===== config.mk =====
export PLATFORM = sky130hd
export DESIGN_NAME = result_axi_writer
export DESIGN_NICKNAME = d
export VERILOG_FILES = /design/src/rtl/result_axi_pkg.sv /design/src/rtl/result_axi_burst_len.sv /design/src/rtl/result_axi_writer.sv
export SDC_FILE = /design/constraint.sdc
export NUM_CORES = 1
export LEC_CHECK = 0
export CAP_MARGIN = 5
export CORE_AREA = 2 2 508 510
export CTS_CLUSTER_SIZE = 20
export DETAILED_ROUTE_END_ITERATION = 6
export DIE_AREA = 0 0 510 512
export PLACE_DENSITY = 0.36
export SYNTH_ARGS = -nofsm -noshare
export SYNTH_HDL_FRONTEND = slang
export SYNTH_SLANG_ARGS = --single-unit

===== constraint.sdc =====
create_clock -name clk -period 8.07 [get_ports clk]
set_input_delay 1.614 -clock clk [delete_from_list [all_inputs] [get_ports clk]]
set_output_delay 1.614 -clock clk [all_outputs]
set_load 0.03 [all_outputs]

===== src/rtl/result_axi_pkg.sv =====
// Shared constants, FSM state type and strobe helper for the result AXI writer.
// Optional response checking is enabled with RESULT_AXI_WRITER_BRESP_CHECK_EN.
package result_axi_pkg;

  localparam int          DATA_W       = 512;
  localparam int          BEAT_BYTES   = 64;
  localparam int          STRB_W       = DATA_W / 8;
  localparam logic [2:0]  AXSIZE_64B   = 3'd6;
  localparam logic [1:0]  AXBURST_INCR = 2'b01;

  typedef enum logic [2:0] {
    ST_IDLE,
    ST_ADDR,
    ST_DATA,
    ST_RESP,
    ST_DONE
  } state_e;

  // Byte enables for the final beat; a zero tail means the beat is full.
  function automatic logic [STRB_W-1:0] tail_strb(input logic [5:0] tail);
    logic [STRB_W-1:0] one;
    one = {{(STRB_W-1){1'b0}}, 1'b1};
    return (tail == 6'd0) ? {STRB_W{1'b1}} : ((one << tail) - one);
  endfunction

endpackage


===== src/rtl/result_axi_burst_len.sv =====
// Burst length calculator: min(remaining beats, MAX_BURST, beats left before
// the next 4 KB boundary). Purely combinational.
module result_axi_burst_len #(
  parameter int MAX_BURST = 64
) (
  input  logic [63:0] remaining,
  input  logic [5:0]  addr_blk,   // address bits [11:6]: 64 B block within the 4 KB page
  output logic [8:0]  len
);

  logic [6:0] to_4k;
  logic [8:0] cap;

  always_comb begin
    to_4k = 7'd64 - {1'b0, addr_blk};
    cap   = (9'(MAX_BURST) < {2'b00, to_4k}) ? 9'(MAX_BURST) : {2'b00, to_4k};
    len   = (remaining < 64'(cap)) ? remaining[8:0] : cap;
  end

endmodule


===== src/rtl/result_axi_writer.sv =====
// Writes a 512-bit result stream to host memory as 4 KB-safe AXI4 INCR bursts.
// Define RESULT_AXI_WRITER_BRESP_CHECK_EN to add m_axi_bresp and a sticky wr_error.
module result_axi_writer
  import result_axi_pkg::*;
#(
  parameter int MAX_BURST = 64,
  parameter int ADDR_W    = 64
) (
  input  logic              clk,
  input  logic              reset_n,
  input  logic              ctrl_start,
  output logic              ctrl_done,
  input  logic [ADDR_W-1:0] ctrl_addr_offset,
  input  logic [63:0]       ctrl_xfer_size_in_bytes,
  input  logic              s_axis_tvalid,
  output logic              s_axis_tready,
  input  logic [DATA_W-1:0] s_axis_tdata,
  output logic              m_axi_awvalid,
  input  logic              m_axi_awready,
  output logic [ADDR_W-1:0] m_axi_awaddr,
  output logic [7:0]        m_axi_awlen,
  output logic [2:0]        m_axi_awsize,
  output logic [1:0]        m_axi_awburst,
  output logic              m_axi_wvalid,
  input  logic              m_axi_wready,
  output logic [DATA_W-1:0] m_axi_wdata,
  output logic [STRB_W-1:0] m_axi_wstrb,
  output logic              m_axi_wlast,
  input  logic              m_axi_bvalid,
  output logic              m_axi_bready
`ifdef RESULT_AXI_WRITER_BRESP_CHECK_EN
  ,
  input  logic [1:0]        m_axi_bresp,
  output logic              wr_error
`endif
);

  state_e            state_q, state_d;
  logic [ADDR_W-1:0] addr_q, addr_d;
  logic [63:0]       remaining_q, remaining_d;
  logic [5:0]        tail_q, tail_d;
  logic [7:0]        awlen_q, awlen_d;
  logic [7:0]        beat_q, beat_d;
  logic              done_q, done_d;
  logic [8:0]        len_next;
  logic [8:0]        len_cur;

  // Fed from the next-state values so the length is ready the cycle ADDR is entered.
  result_axi_burst_len #(.MAX_BURST(MAX_BURST)) u_burst_len (
    .remaining (remaining_d),
    .addr_blk  (addr_d[11:6]),
    .len       (len_next)
  );

  assign len_cur       = {1'b0, awlen_q} + 9'd1;
  assign m_axi_awaddr  = addr_q;
  assign m_axi_awlen   = awlen_q;
  assign m_axi_awsize  = AXSIZE_64B;
  assign m_axi_awburst = AXBURST_INCR;
  assign m_axi_wdata   = s_axis_tdata;
  assign ctrl_done     = done_q;

  // NOTE: every signal gets a default before the case so no path leaves one unassigned (no latches).
  always_comb begin
    state_d       = state_q;
    addr_d        = addr_q;
    remaining_d   = remaining_q;
    tail_d        = tail_q;
    awlen_d       = awlen_q;
    beat_d        = beat_q;
    done_d        = 1'b0;
    m_axi_awvalid = 1'b0;
    m_axi_wvalid  = 1'b0;
    s_axis_tready = 1'b0;
    m_axi_bready  = 1'b0;
    m_axi_wlast   = (state_q == ST_DATA) && (beat_q == awlen_q);
    m_axi_wstrb   = (m_axi_wlast && (remaining_q == 64'(len_cur))) ? tail_strb(tail_q)
                                                                   : {STRB_W{1'b1}};

    unique case (state_q)
      ST_IDLE: begin
        if (ctrl_start) begin
          addr_d      = ctrl_addr_offset & ~ADDR_W'(BEAT_BYTES - 1);
          remaining_d = {6'd0, ctrl_xfer_size_in_bytes[63:6]}
                        + 64'(|ctrl_xfer_size_in_bytes[5:0]);
          tail_d      = ctrl_xfer_size_in_bytes[5:0];
          state_d     = (ctrl_xfer_size_in_bytes == 64'd0) ? ST_DONE : ST_ADDR;
        end
      end
      ST_ADDR: begin
        m_axi_awvalid = 1'b1;
        beat_d        = 8'd0;
        if (m_axi_awready) state_d = ST_DATA;
      end
      ST_DATA: begin
        m_axi_wvalid  = s_axis_tvalid;
        s_axis_tready = m_axi_wready;
        if (s_axis_tvalid && m_axi_wready) begin
          beat_d = beat_q + 8'd1;
          if (m_axi_wlast) state_d = ST_RESP;
        end
      end
      ST_RESP: begin
        m_axi_bready = 1'b1;
        if (m_axi_bvalid) begin
          addr_d      = addr_q + (ADDR_W'(len_cur) << 6);
          remaining_d = remaining_q - 64'(len_cur);
          state_d     = (remaining_d != 64'd0) ? ST_ADDR : ST_DONE;
        end
      end
      ST_DONE: begin
        done_d  = 1'b1;
        state_d = ST_IDLE;
      end
      default: state_d = ST_IDLE;
    endcase

    // Length is latched only on ADDR entry so awlen stays stable while awvalid is high.
    if ((state_d == ST_ADDR) && (state_q != ST_ADDR)) awlen_d = 8'(len_next - 9'd1);
  end

  // NOTE: state registers use non-blocking assignments so all flops update from pre-edge values.
  always_ff @(posedge clk or negedge reset_n) begin
    if (!reset_n) begin
      state_q     <= ST_IDLE;
      addr_q      <= '0;
      remaining_q <= '0;
      tail_q      <= '0;
      awlen_q     <= '0;
      beat_q      <= '0;
      done_q      <= 1'b0;
    end else begin
      state_q     <= state_d;
      addr_q      <= addr_d;
      remaining_q <= remaining_d;
      tail_q      <= tail_d;
      awlen_q     <= awlen_d;
      beat_q      <= beat_d;
      done_q      <= done_d;
    end
  end

`ifdef RESULT_AXI_WRITER_BRESP_CHECK_EN
  logic wr_error_q, wr_error_d;

  always_comb begin
    wr_error_d = wr_error_q;
    if ((state_q == ST_IDLE) && ctrl_start) wr_error_d = 1'b0;
    if ((state_q == ST_RESP) && m_axi_bvalid && (m_axi_bresp != 2'b00)) wr_error_d = 1'b1;
  end

  always_ff @(posedge clk or negedge reset_n) begin
    if (!reset_n) wr_error_q <= 1'b0;
    else          wr_error_q <= wr_error_d;
  end

  assign wr_error = wr_error_q;
`endif

endmodule


## Yosys cells after proc, flatten, opt, wreduce, memory -nomap -nowiden

Cells that the tools add are included.

- Bits in registers: 154
- Bits of input ports: 647
- Output and inout bits: 659
- Word-level logic and storage cells: 69

- Add/subtract/negate cells: 8
- $lt $le $gt $ge: 2
- Equal/unequal tests: 11
- Shift-type cells: 1
- Muxes and demuxes: 25
- Reduce and logical (&&, ||, !) cells: 14

Operators by type and width:

| kind | number |
|---|---|
| $mux 64 | 6 |
| $pmux 64 s2 | 2 |
| $add 64x15->64 | 1 |
| $eq 64x9->1 | 1 |
| $logic_not 64->1 | 1 |
| $lt 64x7->1 | 1 |
| $reduce_bool 64->1 | 1 |
| $shl 1x6->64 const A | 1 |
| $sub 64x1->64 const B | 1 |
| $sub 64x9->64 | 1 |
| $add 58x1->59 | 1 |
| $mux 3 | 7 |
| $mux 8 | 2 |
| $pmux 8 s2 | 1 |
| $pmux 3 s4 | 1 |
| $add 8x1->9 const B | 1 |
| $add 8x1->8 const B | 1 |
| $eq 8x8->1 | 1 |
| $sub 8x1->8 const B | 1 |
| $lt 7x7->1 const A | 1 |
| $mux 7 | 1 |
| $sub 7x6->7 const A | 1 |
| $eq 3x1->1 const B | 2 |
| $eq 3x2->1 const B | 2 |
| other kinds (12) | 22 |

## Logic depth before layout (Yosys ltp)

- Word-level depth: 10
- Depth in mapped cells: 31
- Mapped depth without buffers: 29

## Modules after synthesis

Synthesis repeated with hierarchy kept, for this count alone.

- Cells, all modules: 2290
- Area total of the unflattened synthesis: 17070.1 um^2

By module, submodules not included:

| module | times used | cells an instance | area each (um^2) | sequential area each (um^2) |
|---|---|---|---|---|
| result_axi_writer | 1 | 2222 | 16559.6 | 3703.6 |
| result_axi_burst_len | 1 | 68 | 510.5 | 0.0 |

## Worst setup path before layout

Ideal clock, no wire load.

- Path type: input -> register
- Start point: in ctrl_start
- End point: reg awlen_q[6] (netlist: m_axi_awlen[6])
- Setup time: 0.125 ns
- Arrival: 6.945 ns
- Required time: 7.945 ns
- Slack: 1.000 ns
- Stages: 27
- Path buffers: 3
- Cell sequence: nor4b_1 nor2_1 clkbuf_1 buf_1 a221oi_1 inv_1 nor3_1 nor2b_1 a22o_1 inv_1 ha_1 a21o_1 a21oi_1 nand2_1 a211oi_1 o2111ai_1 nor4_1 nand4_1 nor4_4 buf_6 o21a_1 ha_1 nand2_1 or3_1 xnor2_1 mux2i_1 mux2_2

- Word-level cells in the longest chain between the ends: 8
- Elaborated cells between the ends (all ways): 14
- Those cells by class: 2 x add/sub; 2 x order compare; 1 x eq/ne; 8 x mux; 1 x reduce/logical

Ends and longest elaborated chain:

| item | RTL line | source |
|---|---|---|
| start, declared | result_axi_writer.sv:11 | `input logic ctrl_start,` |
| $mux 64 (*) | result_axi_writer.sv:82 | `if (ctrl_start) begin` |
| $pmux 64 s2 (*) | result_axi_writer.sv:80 | `unique case (state_q)` |
| named net addr_d[8] | result_axi_writer.sv:39 | `logic [ADDR_W-1:0] addr_q, addr_d;` |
| $sub 7x6->7 (*) | result_axi_burst_len.sv:15 | `to_4k = 7'd64 - {1'b0, addr_blk};` |
| $lt 7x7->1 | result_axi_burst_len.sv:16 | `cap = (9'(MAX_BURST) < {2'b00, to_4k}) ? 9'(MAX_BURST) : {2'b00, to_4k};` |
| $mux 7 (*) | result_axi_burst_len.sv:16 |  |
| $lt 64x7->1 | result_axi_burst_len.sv:17 | `len = (remaining < 64'(cap)) ? remaining[8:0] : cap;` |
| $mux 8 (*) | result_axi_burst_len.sv:17 |  |
| $sub 8x1->8 (*) | result_axi_writer.sv:119 | `if ((state_d == ST_ADDR) && (state_q != ST_ADDR)) awlen_d = 8'(len_next - 9'd1);` |
| end signal, assigned | result_axi_writer.sv:137 | `awlen_q <= awlen_d;` |
| end, declared | result_axi_writer.sv:42 | `logic [7:0] awlen_q, awlen_d;` |

The timed path passes the listed nets; every way through them passes the cells marked *. The select of a mux whose other input is x is not followed.
A chain may end at the register's enable or synchronous reset.

## Worst setup path after layout

- Start point: in ctrl_xfer_size_in_bytes[2]
- End point: reg awlen_q[6] (netlist: m_axi_awlen[6])

- Word-level cells in the longest chain between the ends: 7
- Elaborated cells between the ends (all ways): 13
- Those cells by class: 2 x add/sub; 1 x order compare; 1 x eq/ne; 6 x mux; 3 x reduce/logical

Ends and longest elaborated chain:

| item | RTL line | source |
|---|---|---|
| start, declared | result_axi_writer.sv:14 | `input logic [63:0] ctrl_xfer_size_in_bytes,` |
| $reduce_or 6->1 | result_axi_writer.sv:85 | `+ 64'(\|ctrl_xfer_size_in_bytes[5:0]);` |
| $add 58x1->59 | result_axi_writer.sv:85 |  |
| $mux 64 | result_axi_writer.sv:82 |  |
| $pmux 64 s2 | result_axi_writer.sv:80 |  |
| named net remaining_d[37] | result_axi_writer.sv:40 | `logic [63:0] remaining_q, remaining_d;` |
| $lt 64x7->1 | result_axi_burst_len.sv:17 |  |
| $mux 8 | result_axi_burst_len.sv:17 |  |
| $sub 8x1->8 | result_axi_writer.sv:119 |  |

The timed path passes the listed nets, and every way through them passes these cells.

==> impl_results.md <==
- Status: finished clean
- Reg-to-reg endpoint: m_axi_awlen[6]$_DFFE_PN0P_
- Reg2reg start: m_axi_awlen[1]$_DFFE_PN0P_
- Ports: between 1000 and 1500
- CP endpoint kind: flop
- Ys flop type: dfrtp_1
- Vias in the first global route: around 17000
- I/O Buffers: roughly 260
- Post-Synth XOR/XNOR Area: under 10%
- NumNets Final: around 2900
- Post-synthesis mux area share: ~1.1%
- Area used by multi-input combinational logic: approximately 9800 um2
- Hold path depth: 1
- Total Routing Usage GR: a little over a tenth
- Cell mode on critical path: buf_4
- Post-Synth Simple-Gate Area: 26.67%
- H-tree Lvls: 4
- Core area: approximately 260000 um2
- Crit-path slowest cell: nor4b_1
- Min-Delay Endpoint: m_axi_awaddr[31]$_DFFE_PN0P_
- CTS max path bufs: 2
- CTS tree: done
- Worst relative slew slack: 21.10%
- Routed wl met3: 32.67 mm
- Storage cell area: roughly 3700 um2
- Crit-path max FO: 12
- #FFs+latches synth: roughly 150
- Measured slew at the worst slew-check pin: roughly 1.2 ns
- Adder-cell share of the synthesized area: ~2.4%
- Mapped cell area: between 15000 and 20000 um2
- Fmax: around 130 MHz
- Endpoints failing setup: 0
- Area after DPL: approximately 22000 um2
- Via density: 3.164
- Post-synth EDFFs: 0
- Routed length per instance: 26.32 um
- Max stage delay on crit path: about 0.60 ns
- TritonRoute pass-1 iters: 6
- Routed via count: 17757
- Critical path class: primary input to flop
- RePlAce Congestion: 0.8693
- R2r setup slk: 0.75 ns
- Reg2Reg Depth: 29
- Async SR Flop Fraction: 100.0%
- Fill cells: approximately 30000
- Worst-Skew Late Latency: 0.54 ns
- Die height: between 500 and 600 um
- P_leak: 7.291 nW
- Crit start category: primary input
- PnR Total Power: 7.765 mW
- Grt ovf: 0
- Clock sinks: approximately 150
- Min-delay worst type: flop to flop
- Ys Warns: 0
- Drt drc: 0
- Pwr dens: between 300 and 400 nW/um2
- WL met1: around 42 mm
- Worst EP required: 8.48 ns
- DR WL met2: between 60 and 70 mm
- Final Hold Fails: 0
- Distinct cell type count after synthesis: between 80 and 90
- Initial antenna violation count: 13
- Rows: about 190
- Tcrit/Tclk final: 95.36%
- Area growth from synthesis to layout: 23.57%
- Max cap viols: 0
- Clk slew on worst S/H paths: approximately 0.070 ns
- Post-synthesis compound-gate area fraction: around 17%
- Full die area: 261100 um2
- Iteration-0 DRC Markers: approximately 1700
- Top sig layer: met5
- Final min period: around 7.7 ns
- # hold bufs at CTS: 0
- Final WL: about 150 mm
- Largest net degree at the start of global routing: 71
- Final Cell Area: 22270 um2
- Initial Util: under 10%
- Post-DRT Antenna Nets: 0
- Peak supply drop: around 0.00018 V
- First-pass GRT wire length: ~190 mm
- Root buffer cell: clkbuf_16
- Worst Path Arrival: between 8 and 9 ns
- Num CTS Buffers: 17
- Largest family of logic cells by synthesized area: simple AND/OR/NAND/NOR gates
- Hpwl dp: ~130 mm
- Post-Synthesis Cells: 2427
- Fraction of layout cells with a size suffix above 1: 10.88%
- Layout Skew: around 0.024 ns
- Post-synthesis sequential area ratio: between 20% and 30%
- Avg Synthesized Cell Area: 7.427 um2
- Min-delay src: m_axi_awaddr[31]$_DFFE_PN0P_
- Die W: 510 um
- RSZ-0062 raised after global routing: no
- Pins Over Slew Limit: 0
==> final cells by class <==
cell class	count	share of cell area, %
repair buffers	404	16.78
diodes	4	0.04494
inverters	66	1.112
well taps	3384	19.01
multi-input cells	1575	43.86
clock buffers	18	1.972
clock inverters	14	0.5954
flip-flops and latches	148	16.63
==> through the flow <==
stage / instances / worst slack (ns) / hold slack [ns] / util, % / setup TNS (ns)
6_report: 5613 / 0.3743 / 0.5510 / 8.709 / 0
5_1_grt: 5610 / 0.05453 / 0.5660 / 8.706 / 0
4_1_cts: 5609 / 0.02520 / 0.5378 / 8.695 / 0
3_5_place_dp: 5577 / -0.5448 / 0.5251 / 8.471 / -1.111
3_3_place_gp: 5577 / -0.6467 / 0.5304 / 8.471 / -1.420
2_1_floorplan: 2437 / 1.000 / 0.4750 / - / 0
==> flip-flops by register name (all words and copies together), names as in the netlist <==
signal	count
remaining_q	64
ctrl_done	1
beat_q	8
state_q	3
m_axi_awaddr	58
tail_q	6
m_axi_awlen	8
==> where the power goes <==
part           total, mW  internal, mW  leakage, nW  switching, mW
logic               5.29          1.99         5.14           3.31
registers           1.61          1.05         1.88          0.557
clock network      0.864         0.414        0.276          0.449
==> synthesized netlist by cell type (26+ instances only) <==
cell / instances / share of area, %
xor2_1: 61 / 3.0
clkbuf_1: 104 / 2.2
nand3_1: 123 / 3.4
o21ai_0: 111 / 3.1
o211ai_1: 27 / 1.1
inv_1: 63 / 1.3
nand2_1: 254 / 5.3
dfrtp_1: 148 / 21
nand4_1: 61 / 2.1
o311ai_0: 26 / 1.3
nor4_1: 70 / 2.4
xnor2_1: 73 / 3.5
ha_1: 31 / 2.2
or3_1: 28 / 0.97
buf_4: 524 / 22
and3_1: 30 / 1.0
or4_1: 30 / 1.2
a21oi_1: 76 / 2.1
nor2_1: 151 / 3.1
nor3_1: 67 / 1.9
==> per-layer routing <==
| metal | vias to the layer above | track usage [%] |
|---|---|---|
| met4 | 12 | 3.988 |
| met2 | 1317 | 17.29 |
| li1 | 7730 | - |
| met1 | 8433 | 9.078 |
| met5 | - | 0.9815 |
| met3 | 265 | 10.58 |
==> cell usage in the layout (no fill, tap or decap), types with 10 or more instances in the layout <==
master,Yosys,routed
a211oi_1,11,10
clkdlybuf4s50_1,0,255
mux2_2,10,10
o31ai_1,10,10
o211ai_1,27,27
a31oi_1,23,23
inv_1,63,63
o221ai_1,11,11
buf_4,524,143
o311ai_0,26,26
a21oi_1,76,75
or2_2,16,16
nand4_1,61,61
nor4_1,70,66
nand2_1,254,254
nor3_1,67,67
nand3_1,123,123
or3_1,28,28
a21o_1,17,17
nand4b_1,11,11
nor2b_1,13,13
dfrtp_1,148,148
or4_1,30,30
and2_1,14,14
xor2_1,61,61
a221o_1,23,23
nor2_1,151,150
ha_1,31,31
a22oi_1,17,17
conb_1,2,12
xnor2_1,73,73
clkbuf_16,0,17
nand2b_1,16,16
o21ai_0,111,110
and3_1,30,30
==> how the worst max path moves through the flow <==
stage	from	to	slack, ns
2_1_floorplan	ctrl_start	m_axi_awlen[6]$_DFFE_PN0P_	1.00
3_3_place_gp	ctrl_xfer_size_in_bytes[3]	m_axi_awlen[6]$_DFFE_PN0P_	-0.65
3_5_place_dp	ctrl_xfer_size_in_bytes[3]	m_axi_awlen[6]$_DFFE_PN0P_	-0.54
4_1_cts	ctrl_xfer_size_in_bytes[3]	m_axi_awlen[6]$_DFFE_PN0P_	0.03
5_1_grt	tail_q[3]$_DFFE_PN0P_	m_axi_wstrb[60]	0.05
6_report	ctrl_xfer_size_in_bytes[2]	m_axi_awlen[6]$_DFFE_PN0P_	0.37
==> repair_timing <==
item                       in CTS  in global routing
buffers inserted                0                  0
gates resized for setup         0                  4
setup endpoints to repair       0                  2
==> worst max-delay path, delay by kind of cell <==
kind | cells | cell delay [ns]
and+or+nand+nor | 11 | 2.79
xor gates and xnor gates | 2 | 0.29
AOI/OAI and AO/OA | 2 | 0.39
buffers and inverters | 10 | 2.11
adders and majority gates | 2 | 0.53
muxes | 2 | 0.37
==> kinds of logic (layout without fill, tap and decap cells) <==
| family | Yosys count | in the layout |
|---|---|---|
| compound gates | 444 | 444 |
| other cells | 2 | 16 |
| xor+xnor | 134 | 134 |
| fa+ha+maj | 33 | 33 |
| mux | 18 | 18 |
| simple gates | 934 | 934 |
| flops | 148 | 148 |
| buf+inv | 714 | 502 |
(Power assumes the default switching activity.)
